`config.mk`:
```
export PLATFORM = sky130hd
export DESIGN_NAME = serial_addsub
export DESIGN_NICKNAME = d
export VERILOG_FILES = /design/src/rtl/serial_addsub_pkg.sv /design/src/rtl/full_adder.sv /design/src/rtl/serial_addsub.sv
export SDC_FILE = /design/constraint.sdc
export NUM_CORES = 1
export LEC_CHECK = 0
export ABC_AREA = 1
export CAP_MARGIN = 30
export CORE_MARGIN = 4
export CORE_UTILIZATION = 35
export DETAILED_ROUTE_END_ITERATION = 12
export DONT_BUFFER_PORTS = 1
export SLEW_MARGIN = 20
export SYNTH_ARGS = -nofsm -noshare
export SYNTH_HDL_FRONTEND = slang
export SYNTH_SLANG_ARGS = --single-unit
```
`constraint.sdc`:
```
create_clock -name clk -period 2.7 [get_ports clk]
set_clock_uncertainty 0.1 [all_clocks]
set_input_delay 0.675 -clock clk [delete_from_list [all_inputs] [get_ports clk]]
set_output_delay 0.675 -clock clk [all_outputs]
set_load 0.02 [all_outputs]
```
`src/rtl/serial_addsub_pkg.sv`:
```
// Shared types for the bit-serial adder/subtractor.
package serial_addsub_pkg;

    localparam logic [1:0] IdleEnc  = 2'd0;
    localparam logic [1:0] ShiftEnc = 2'd1;
    localparam logic [1:0] DoneEnc  = 2'd2;

    typedef enum logic [1:0] {
        StIdle  = IdleEnc,
        StShift = ShiftEnc,
        StDone  = DoneEnc
    } state_t;

endpackage

```
`src/rtl/full_adder.sv`:
```
// Single-bit full adder cell.
module full_adder (
    input  logic a,
    input  logic b,
    input  logic cin,
    output logic sum,
    output logic cout
);

    assign sum  = a ^ b ^ cin;
    assign cout = (a & b) | (a & cin) | (b & cin);

endmodule

```
`src/rtl/serial_addsub.sv`:
```
// Bit-serial adder/subtractor: one full adder, LSB first, registered carry,
// result and flags loaded once per operation.
module serial_addsub
    import serial_addsub_pkg::*;
#(
    parameter int unsigned WIDTH = 8
) (
    input  logic             clk,
    input  logic             rst_n,
    input  logic             start_valid,
    output logic             start_ready,
    input  logic [WIDTH-1:0] a,
    input  logic [WIDTH-1:0] b,
    input  logic             sub,
    output logic [WIDTH-1:0] result,
    output logic             carry_out,
    output logic             overflow,
    output logic             done,
    output logic             busy
);

    localparam int unsigned CntW = $clog2(WIDTH + 1);
    localparam logic [CntW-1:0] LastBit = CntW'(WIDTH - 1);

    state_t           state_q, state_d;
    logic [WIDTH-1:0] opa_q, opa_d;
    logic [WIDTH-1:0] opb_q, opb_d;
    logic [WIDTH-1:0] acc_q, acc_d;
    logic [WIDTH-1:0] result_q, result_d;
    logic [CntW-1:0]  cnt_q, cnt_d;
    logic             carry_q, carry_d;
    logic             carry_out_q, carry_out_d;
    logic             overflow_q, overflow_d;
    logic             fa_sum, fa_cout;

    full_adder u_fa (
        .a    (opa_q[0]),
        .b    (opb_q[0]),
        .cin  (carry_q),
        .sum  (fa_sum),
        .cout (fa_cout)
    );

    always_comb begin
        state_d     = state_q;
        opa_d       = opa_q;
        opb_d       = opb_q;
        acc_d       = acc_q;
        cnt_d       = cnt_q;
        carry_d     = carry_q;
        result_d    = result_q;
        carry_out_d = carry_out_q;
        overflow_d  = overflow_q;
        unique case (state_q)
            StIdle: begin
                if (start_valid) begin
                    // Subtract as A + ~B + 1: invert B here, inject the +1 as carry-in.
                    opa_d   = a;
                    opb_d   = b ^ {WIDTH{sub}};
                    carry_d = sub;
                    cnt_d   = '0;
                    state_d = StShift;
                end
            end
            StShift: begin
                opa_d            = opa_q >> 1;
                opb_d            = opb_q >> 1;
                acc_d            = acc_q >> 1;
                acc_d[WIDTH-1]   = fa_sum;
                carry_d          = fa_cout;
                cnt_d            = cnt_q + 1'b1;
                if (cnt_q == LastBit) begin
                    // carry_q is the carry into the MSB on this final bit.
                    state_d     = StDone;
                    result_d    = acc_d;
                    carry_out_d = fa_cout;
                    overflow_d  = carry_q ^ fa_cout;
                end
            end
            StDone: state_d = StIdle;
            default: state_d = StIdle;
        endcase
    end

    always_ff @(posedge clk or negedge rst_n) begin
        if (!rst_n) begin
            state_q     <= StIdle;
            opa_q       <= '0;
            opb_q       <= '0;
            acc_q       <= '0;
            cnt_q       <= '0;
            carry_q     <= 1'b0;
            result_q    <= '0;
            carry_out_q <= 1'b0;
            overflow_q  <= 1'b0;
        end else begin
            state_q     <= state_d;
            opa_q       <= opa_d;
            opb_q       <= opb_d;
            acc_q       <= acc_d;
            cnt_q       <= cnt_d;
            carry_q     <= carry_d;
            result_q    <= result_d;
            carry_out_q <= carry_out_d;
            overflow_q  <= overflow_d;
        end
    end

    assign result      = result_q;
    assign carry_out   = carry_out_q;
    assign overflow    = overflow_q;
    assign done        = (state_q == StDone);
    assign busy        = (state_q != StIdle);
    assign start_ready = (state_q == StIdle);

endmodule

```
==> results of run 1 <==
-- kinds of logic after synthesis --
family | after synthesis | synth area share
fa+ha+maj | 2 | 0.0176
simple gates | 148 | 0.340
flops | 40 | 0.542
xor+xnor | 2 | 0.00949
compound gates | 10 | 0.0271
buf+inv | 27 | 0.0637
-- worst max-delay path: stages, from the launching register on --
cell	delay, ns
sky130_fd_sc_hd__dfrtp_1	0.41
sky130_fd_sc_hd__nor2_1	0.11
sky130_fd_sc_hd__buf_4	0.21
sky130_fd_sc_hd__inv_1	0.14
-- cells in the mapped netlist --
library cell | n | area, µm²
sky130_fd_sc_hd__nand2_1 | 93 | 349
sky130_fd_sc_hd__nand3_1 | 47 | 235
sky130_fd_sc_hd__dfrtp_1 | 40 | 1000
sky130_fd_sc_hd__inv_1 | 15 | 56.3
sky130_fd_sc_hd__buf_2 | 10 | 50.1
sky130_fd_sc_hd__o21ai_0 | 10 | 50.1
sky130_fd_sc_hd__nor2_1 | 5 | 18.8
sky130_fd_sc_hd__buf_4 | 1 | 7.51
sky130_fd_sc_hd__fa_1 | 1 | 20.0
sky130_fd_sc_hd__ha_1 | 1 | 12.5
sky130_fd_sc_hd__inv_2 | 1 | 3.75
sky130_fd_sc_hd__nand2_2 | 1 | 6.26
sky130_fd_sc_hd__nand4_1 | 1 | 6.26
sky130_fd_sc_hd__nor2_4 | 1 | 11.3
sky130_fd_sc_hd__xnor2_1 | 1 | 8.76
sky130_fd_sc_hd__xor2_1 | 1 | 8.76
-- flip-flops by register name (all words and copies together), names as in the netlist --
signal,cells
opa_q,8
opb_q,8
result,8
acc_q,7
cnt_q,4
state_q,2
carry_out,1
carry_q,1
overflow,1
-- per-layer routing --
| layer | wire length, µm | vias to the layer above | part of all wire |
|---|---|---|---|
| met5 | 0 | - | 0 |
| met4 | 35 | 0 | 0.010 |
| met3 | 247 | 5 | 0.071 |
| met2 | 1480 | 39 | 0.42 |
| met1 | 1730 | 608 | 0.49 |
| li1 | - | 725 | - |
-- layout make-up --
cell class	instances	area share
multi-input cells	162	0.360
repair buffers	3	0.0174
clock inverters	2	0.0174
flip-flops and latches	40	0.496
inverters	16	0.0298
well taps	70	0.0434
clock buffers	6	0.0360
-- power by group through the flow --
stage	sequential (mW)	clock [mW]	combinational (mW)
2_1_floorplan	1.08	0	0.545
3_3_place_gp	1.11	0	0.622
3_5_place_dp	1.11	0	0.634
4_1_cts	1.11	0.487	0.652
5_1_grt	1.14	0.511	0.767
6_report	1.10	0.468	0.640
-- stage by stage --
stage / instances / power, mW
3_3_place_gp: 290 / 1.73
2_1_floorplan: 229 / 1.62
4_1_cts: 299 / 2.24
5_1_grt: 299 / 2.42
6_report: 299 / 2.21
3_5_place_dp: 290 / 1.75
-- worst max path at each step --
stage,start,endpoint,cells after the start
after CTS,state_q[1]$_DFFE_PN0P_,busy,3
after global placement,start_valid,opa_q[2]$_DFFE_PN0P_,3
after global routing,state_q[0]$_DFFE_PN0P_,busy,3
after detailed placement,cnt_q[0]$_DFFE_PN0P_,carry_out$_DFFE_PN0P_,5
after floorplan,state_q[0]$_DFFE_PN0P_,busy,3
final,state_q[0]$_DFFE_PN0P_,busy,3
-- layout by cell type (no fill, tap or decap), drive strengths merged --
master,n
nor2,6
bufinv,1
xor2,1
buf,3
clkinv,1
nand2,94
ha,1
clkbuf,6
nand3,47
o21ai,10
nand4,1
xnor2,1
inv,16
dfrtp,40
fa,1
==> Flow_metrics.wiki, run 1 <==
{| class="wikitable"
! Metric !! Value
|-
| DR vias || approximately 1400
|-
| Setup crit start kind || register
|-
| RSZ-0062 raised after global routing || no
|-
| Pre-antenna DRT Iters || 4
|-
| Worst Hold Slack || ~0.13 ns
|-
| GR Layer Usage met2 || 0.170
|-
| Sequential element share of the synthesized area || 0.542
|-
| Global routing usage on met3 || 0.0415
|-
| Slew Viols, Final || 0
|-
| Kind of critical path || register to output port
|-
| Initial antenna violation count || 0
|-
| Number of H-tree branching levels || 2
|-
| CTS max path bufs || 2
|-
| Capturing element type of the critical path || output port
|-
| Peak-usage layer in the global routing report || met1
|-
| Floorplan die area || ~6500 µm²
|-
| Total of cells resized after clock tree synthesis || 0
|-
| DIE HEIGHT || 80.6 µm
|-
| Worst slack after detailed placement || between 1 and 1.5 ns
|-
| Setup repair bufs after CTS || 0
|-
| Residual overflow from global routing || 0
|-
| Post-route setup slack || 0.771 ns
|-
| Worst IR drop on VDD || ~0.36 mV
|-
| Worst R2R Start || cnt_q[0]$_DFFE_PN0P_
|-
| Transition time at the pin with the least slew margin || ~0.73 ns
|-
| Core utilization of the finished layout || 0.395
|-
| Register bit count reported by yosys || 40
|-
| Area after DPL || ~1900 µm²
|-
| Number of global-route vias before repair || 1295
|-
| Arrival @ worst endpoint || between 1 and 1.5 ns
|-
| Net count, final || between 200 and 300
|-
| Cell count of the worst reg-to-reg path || 5
|-
| Clock group share of total power || 0.212
|-
| Number of buffers added on ports || 0
|-
| Achievable Freq || between 0.5 and 0.6 GHz
|-
| Combinational Power Share || 0.290
|-
| Total area of multi-input combinational cells || 727 µm²
|-
| Core ar. || 5110 µm²
|-
| Endpoints failing hold || 0
|-
| Global-route wire length before repair || roughly 6100 µm
|-
| Register Area || around 1000 µm²
|-
| Post-synthesis cell type count || 16
|-
| TritonCTS clock tree || done
|-
| Fraction of the cycle the final worst path needs || 0.715
|-
| Post-Syn Area || around 1800 µm²
|-
| Antenna viol nets, final || 0
|-
| Vias per std cell || about 4.6
|-
| Pin count of the biggest net entering global routing || a little over 40
|-
| Data required time at the worst endpoint || roughly 1.9 ns
|-
| DRC violation count after routing || 0
|-
| Syn. warnings || 0
|-
| Antenna cells || 0
|-
| Outcome || complete, no violations
|-
| Minimum clock period after layout || ~1.9 ns
|-
| Insertion delay of the later-clocked pin in the worst-skew pair || 0.28 ns
|-
| Number of top-level pins || 33
|-
| Placer's final routability congestion estimate || 0.741
|-
| CTS sink cnt || 40
|-
| Share of cells above drive strength 1 || 0.0568
|-
| Hold buffers post-CTS || 1
|-
| Switching power || around 860 µW
|-
| Global-route met1 utilization || 0.174
|-
| Inserted Clock Buffers || 5
|-
| Total global-route track usage || 0.120
|-
| Fraction of power spent switching nets || 0.387
|-
| Final instance area || between 2000 and 2500 µm²
|-
| Setup violations, final || 0
|-
| Std cell rows || 26
|-
| Initial standard-cell utilization of the core || 0.361
|-
| Worst max-slew margin expressed relative to the limit || 0.511
|-
| Dpl hpwl || between 2000 and 2500 µm
|-
| Instance count of the mapped netlist || roughly 230
|-
| Post-CTS clock slew at the launch and capture registers of the worst setup and hold paths || 0.07 ns
|-
| Chip Width || between 80 and 90 µm
|-
| Area added between synthesis and finish || 9.36%
|-
| Leakage power total || about 1.0 nW
|-
| Hold WC Path Type || input pin to async pin
|-
| Power density relative to cell area || about 1100 nW/µm²
|-
| Setup TNS after final layout || 0 ns
|-
| Routed wire length || roughly 3500 µm
|-
| FF-to-FF setup slack || 1.06 ns
|-
| Avg Inst Size Synth || about 8 µm²
|-
| Cell Int Power || 1.35 mW
|-
| Nets in the synthesized netlist || around 250
|-
| Clock Tree Root || sky130_fd_sc_hd__clkbuf_8
|-
| Fillcell total || roughly 530
|-
| Number of DRC violations after detailed-routing iteration 0 || between 100 and 150
|-
| Wirelength per Cell || between 10 and 15 µm
|-
| Fraction of power consumed by sequential logic || 0.498
|-
| Worst reg2reg path endpoint || carry_out$_DFFE_PN0P_
|-
| Critical path peak fanout || 11
|-
| Maximum Capacitance Violations || 0
|}
(Power assumes the default switching activity.)
==> inputs of run 2 (changes only) <==
==> constraint.sdc (replaced) <==
create_clock -name clk -period 1.7 [get_ports clk]
set_clock_uncertainty 0.1 [all_clocks]
set_input_delay 0.425 -clock clk [delete_from_list [all_inputs] [get_ports clk]]
set_output_delay 0.425 -clock clk [all_outputs]
set_load 0.02 [all_outputs]
==> run 2 against run 1 <==
Compared with the run above:
- sequential share of layout area is 0.90 points lower
- non-clock buffer count is 8 higher
- routed wire length rose by 6.9%
- register-to-register slack got worse by 0.79 ns
- clock power up 25%
- critical endpoint unchanged
- count of clock-buffer cells in the layout is the same
- power is 56% higher
- cell count is 2.3% higher
==> Flow_metrics.wiki, run 2 (synthesized netlist as in run 1, its figures left out) <==
{| class="wikitable"
! Metric !! Value
|-
| Outcome || complete, no violations (unchanged)
|-
| Worst R2R Start || cnt_q[0]$_DFFE_PN0P_ (unchanged)
|-
| Clock Tree Root || sky130_fd_sc_hd__clkbuf_8 (unchanged)
|-
| Capturing element type of the critical path || output port (unchanged)
|-
| CP max stage cell || sky130_fd_sc_hd__dfrtp_2 (was sky130_fd_sc_hd__dfrtp_1)
|-
| Final instance area || 2060 µm² (was 2020 µm²)
|-
| Longest individual stage delay on the worst path || 0.45 ns (was 0.41 ns)
|-
| Global-route wire length before repair || 6430 µm (was 6050 µm)
|-
| Crit path to || busy (unchanged)
|-
| Floorplan die area || 6500 µm² (unchanged)
|-
| Cell count of the worst reg-to-reg path || 6 (was 5)
|-
| Pre-antenna DRT Iters || 5 (was 4)
|-
| Number of top-level pins || 33 (unchanged)
|-
| Vias per std cell || 4.70 (was 4.61)
|-
| Fraction of the cycle the final worst path needs || 0.965
|-
| Share of cells above drive strength 1 || 0.0932 (was 0.0568)
|-
| CTS max path bufs || 2 (unchanged)
|-
| Setup violations, final || 0 (unchanged)
|-
| Cell total after placement || 297 (was 290)
|-
| Data required time at the worst endpoint || 1.17 ns (was 1.92 ns)
|-
| Net count, final || 258 (was 250)
|-
| Worst setup startpoint || state_q[1]$_DFFE_PN0P_ (was state_q[0]$_DFFE_PN0P_)
|-
| Residual overflow from global routing || 0 (unchanged)
|-
| Power density relative to cell area || 1680 nW/µm² (was 1100 nW/µm²)
|-
| Routed wire length || 3740 µm (was 3500 µm)
|-
| Placer's final routability congestion estimate || 0.755 (was 0.741)
|-
| Dpl hpwl || 2670 µm (was 2360 µm)
|-
| Initial antenna violation count || 0 (unchanged)
|-
| Number of buffers added on ports || 0 (unchanged)
|-
| Hold WC Path Type || input pin to register (was input pin to async pin)
|-
| Crit path buffers/inverters || 2 (unchanged)
|-
| RSZ-0062 raised after global routing || no (unchanged)
|-
| Category of cells accounting for the largest share of critical-path delay || flip-flops (unchanged)
|-
| TritonCTS clock tree || done (unchanged)
|-
| Setup TNS after final layout || 0 ns (unchanged)
|-
| FF-to-FF setup slack || 0.27 ns (was 1.06 ns)
|-
| Worst reg2reg path endpoint || result[5]$_DFFE_PN0P_ (was carry_out$_DFFE_PN0P_)
|-
| Total global-route track usage || 0.130 (was 0.120)
|-
| Antenna cells || 0 (unchanged)
|-
| Setup crit start kind || register (unchanged)
|-
| CTS sink cnt || 40 (unchanged)
|-
| Leakage power total || 1.07 nW (was 1.05 nW)
|-
| Most used cells in the layout excluding fill and tap cells || sky130_fd_sc_hd__nand2_1, sky130_fd_sc_hd__nand3_1, sky130_fd_sc_hd__dfrtp_1, sky130_fd_sc_hd__inv_1, sky130_fd_sc_hd__o21ai_0 (unchanged)
|-
| Area added between synthesis and finish || 11.7% (was 9.36%)
|-
| DRC violation count after routing || 0 (unchanged)
|-
| Antenna viol nets, final || 0 (unchanged)
|-
| Pin count of the biggest net entering global routing || 41 (unchanged)
|-
| Initial standard-cell utilization of the core || 0.361 (unchanged)
|-
| Worst Hold Slack || 0.161 ns (was 0.126 ns)
|-
| Number of H-tree branching levels || 2 (unchanged)
|-
| Post-CTS clock slew at the launch and capture registers of the worst setup and hold paths || 0.07 ns (about the same)
|-
| Worst hold path stage count || 2
|-
| DIE HEIGHT || 80.6 µm (unchanged)
|-
| Chip Width || 80.6 µm (unchanged)
|-
| Wirelength per Cell || 12.2 µm (was 11.7 µm)
|-
| Inserted Clock Buffers || 5 (unchanged)
|-
| Kind of critical path || register to output port (unchanged)
|-
| Transition time at the pin with the least slew margin || 0.315 ns (was 0.731 ns)
|-
| Core ar. || 5110 µm² (unchanged)
|-
| Cell Chain, Critical Path || nor2_4 > inv_1 > buf_4 (was nor2_1 > buf_4 > inv_1)
|-
| Worst IR drop on VDD || 0.520 mV (was 0.358 mV)
|-
| Number of DRC violations after detailed-routing iteration 0 || 83 (was 103)
|-
| Final Instance Count excl. Fillers || 306 (was 299)
|-
| Most common library cell in the layout ignoring fill and taps || sky130_fd_sc_hd__nand2_1 (unchanged)
|-
| Endpoints failing hold || 0 (unchanged)
|-
| Arrival @ worst endpoint || 1.11 ns (was 1.15 ns)
|-
| Insertion delay of the later-clocked pin in the worst-skew pair || 0.29 ns (was 0.28 ns)
|-
| Maximum Capacitance Violations || 0 (unchanged)
|-
| Critical path peak fanout || 5 (was 11)
|-
| Worst max-slew margin expressed relative to the limit || 0.790 (was 0.511)
|-
| Slew Viols, Final || 0 (unchanged)
|-
| Std cell rows || 26 (unchanged)
|-
| Power after layout || 3.45 mW (was 2.21 mW)
|-
| Number of global-route vias before repair || 1389 (was 1295)
|-
| Minimum clock period after layout || about 1.6 ns
|-
| Area after DPL || 1940 µm² (was 1890 µm²)
|-
| Logic depth of the worst setup path including buffers || 3 (unchanged)
|-
| Achievable Freq || just over 0.6 GHz
|-
| DR vias || 1438 (was 1377)
|}
run 2: cell count changes in the layout (fill, tap and decap cells not counted), sizes merged:
cell / delta
buf: +7
dlygate4sd3: +1
bufinv: -1
run 2: worst min-delay path by stage:
stage | from | end | slack, ns
floorplan | rst_n | acc_q[1]$_DFFE_PN0P_ | 0.03
global placement | rst_n | result[1]$_DFFE_PN0P_ | 0.03
detailed placement | rst_n | acc_q[2]$_DFFE_PN0P_ | 0.03
CTS | a[7] | opa_q[7]$_DFFE_PN0P_ | 0.16
global route | a[7] | opa_q[7]$_DFFE_PN0P_ | 0.17
finish | a[7] | opa_q[7]$_DFFE_PN0P_ | 0.16
run 2: layer usage:
layer | up-vias | track usage | share of wire
met5 | - | 0 | 0
met4 | 0 | 0.0507 | 0.0091
met3 | 4 | 0.0482 | 0.068
met2 | 33 | 0.195 | 0.44
met1 | 665 | 0.168 | 0.48
li1 | 736 | - | -
run 2: layout make-up:
cell class | instances | area [µm²]
repair buffers | 11 | 97.6
inverters | 16 | 60.1
fillers | 524 | 3050
flip-flops and latches | 40 | 1000
clock inverters | 1 | 5.00
clock buffers | 6 | 72.6
multi-input cells | 162 | 734
well taps | 70 | 87.6
run 2: through the flow:
step	utilization	setup slack [ns]
final	0.403	0.0601
after CTS	0.403	0.0408
after global routing	0.403	0.00636
after detailed placement	0.380	0.208
after global placement	0.380	0.246
after floorplan	-	0.276
run 2: timing repair:
item,in CTS,in global routing
setup endpoints to repair,2,3
pin swaps,0,1
hold endpoints to repair,40,0
gates resized for setup,2,2
hold buffers,2,0
buffers inserted,0,0
cloned,0,0
run 2: power by group:
part	internal [mW]	switching, mW	leakage (nW)
registers	1.35	0.415	0.507
clock network	0.279	0.307	0.0410
logic	0.426	0.672	0.524
total	2.06	1.39	1.07
run 2: worst register-to-register path: stages, from the launching register on:
cell and delay [ns]:
sky130_fd_sc_hd__dfrtp_1 0.42, sky130_fd_sc_hd__ha_1 0.22, sky130_fd_sc_hd__nand2_1 0.08, sky130_fd_sc_hd__nor2_1 0.17, sky130_fd_sc_hd__nand2_2 0.18, sky130_fd_sc_hd__nand2_1 0.11
sky130_fd_sc_hd__nand2_1 0.05
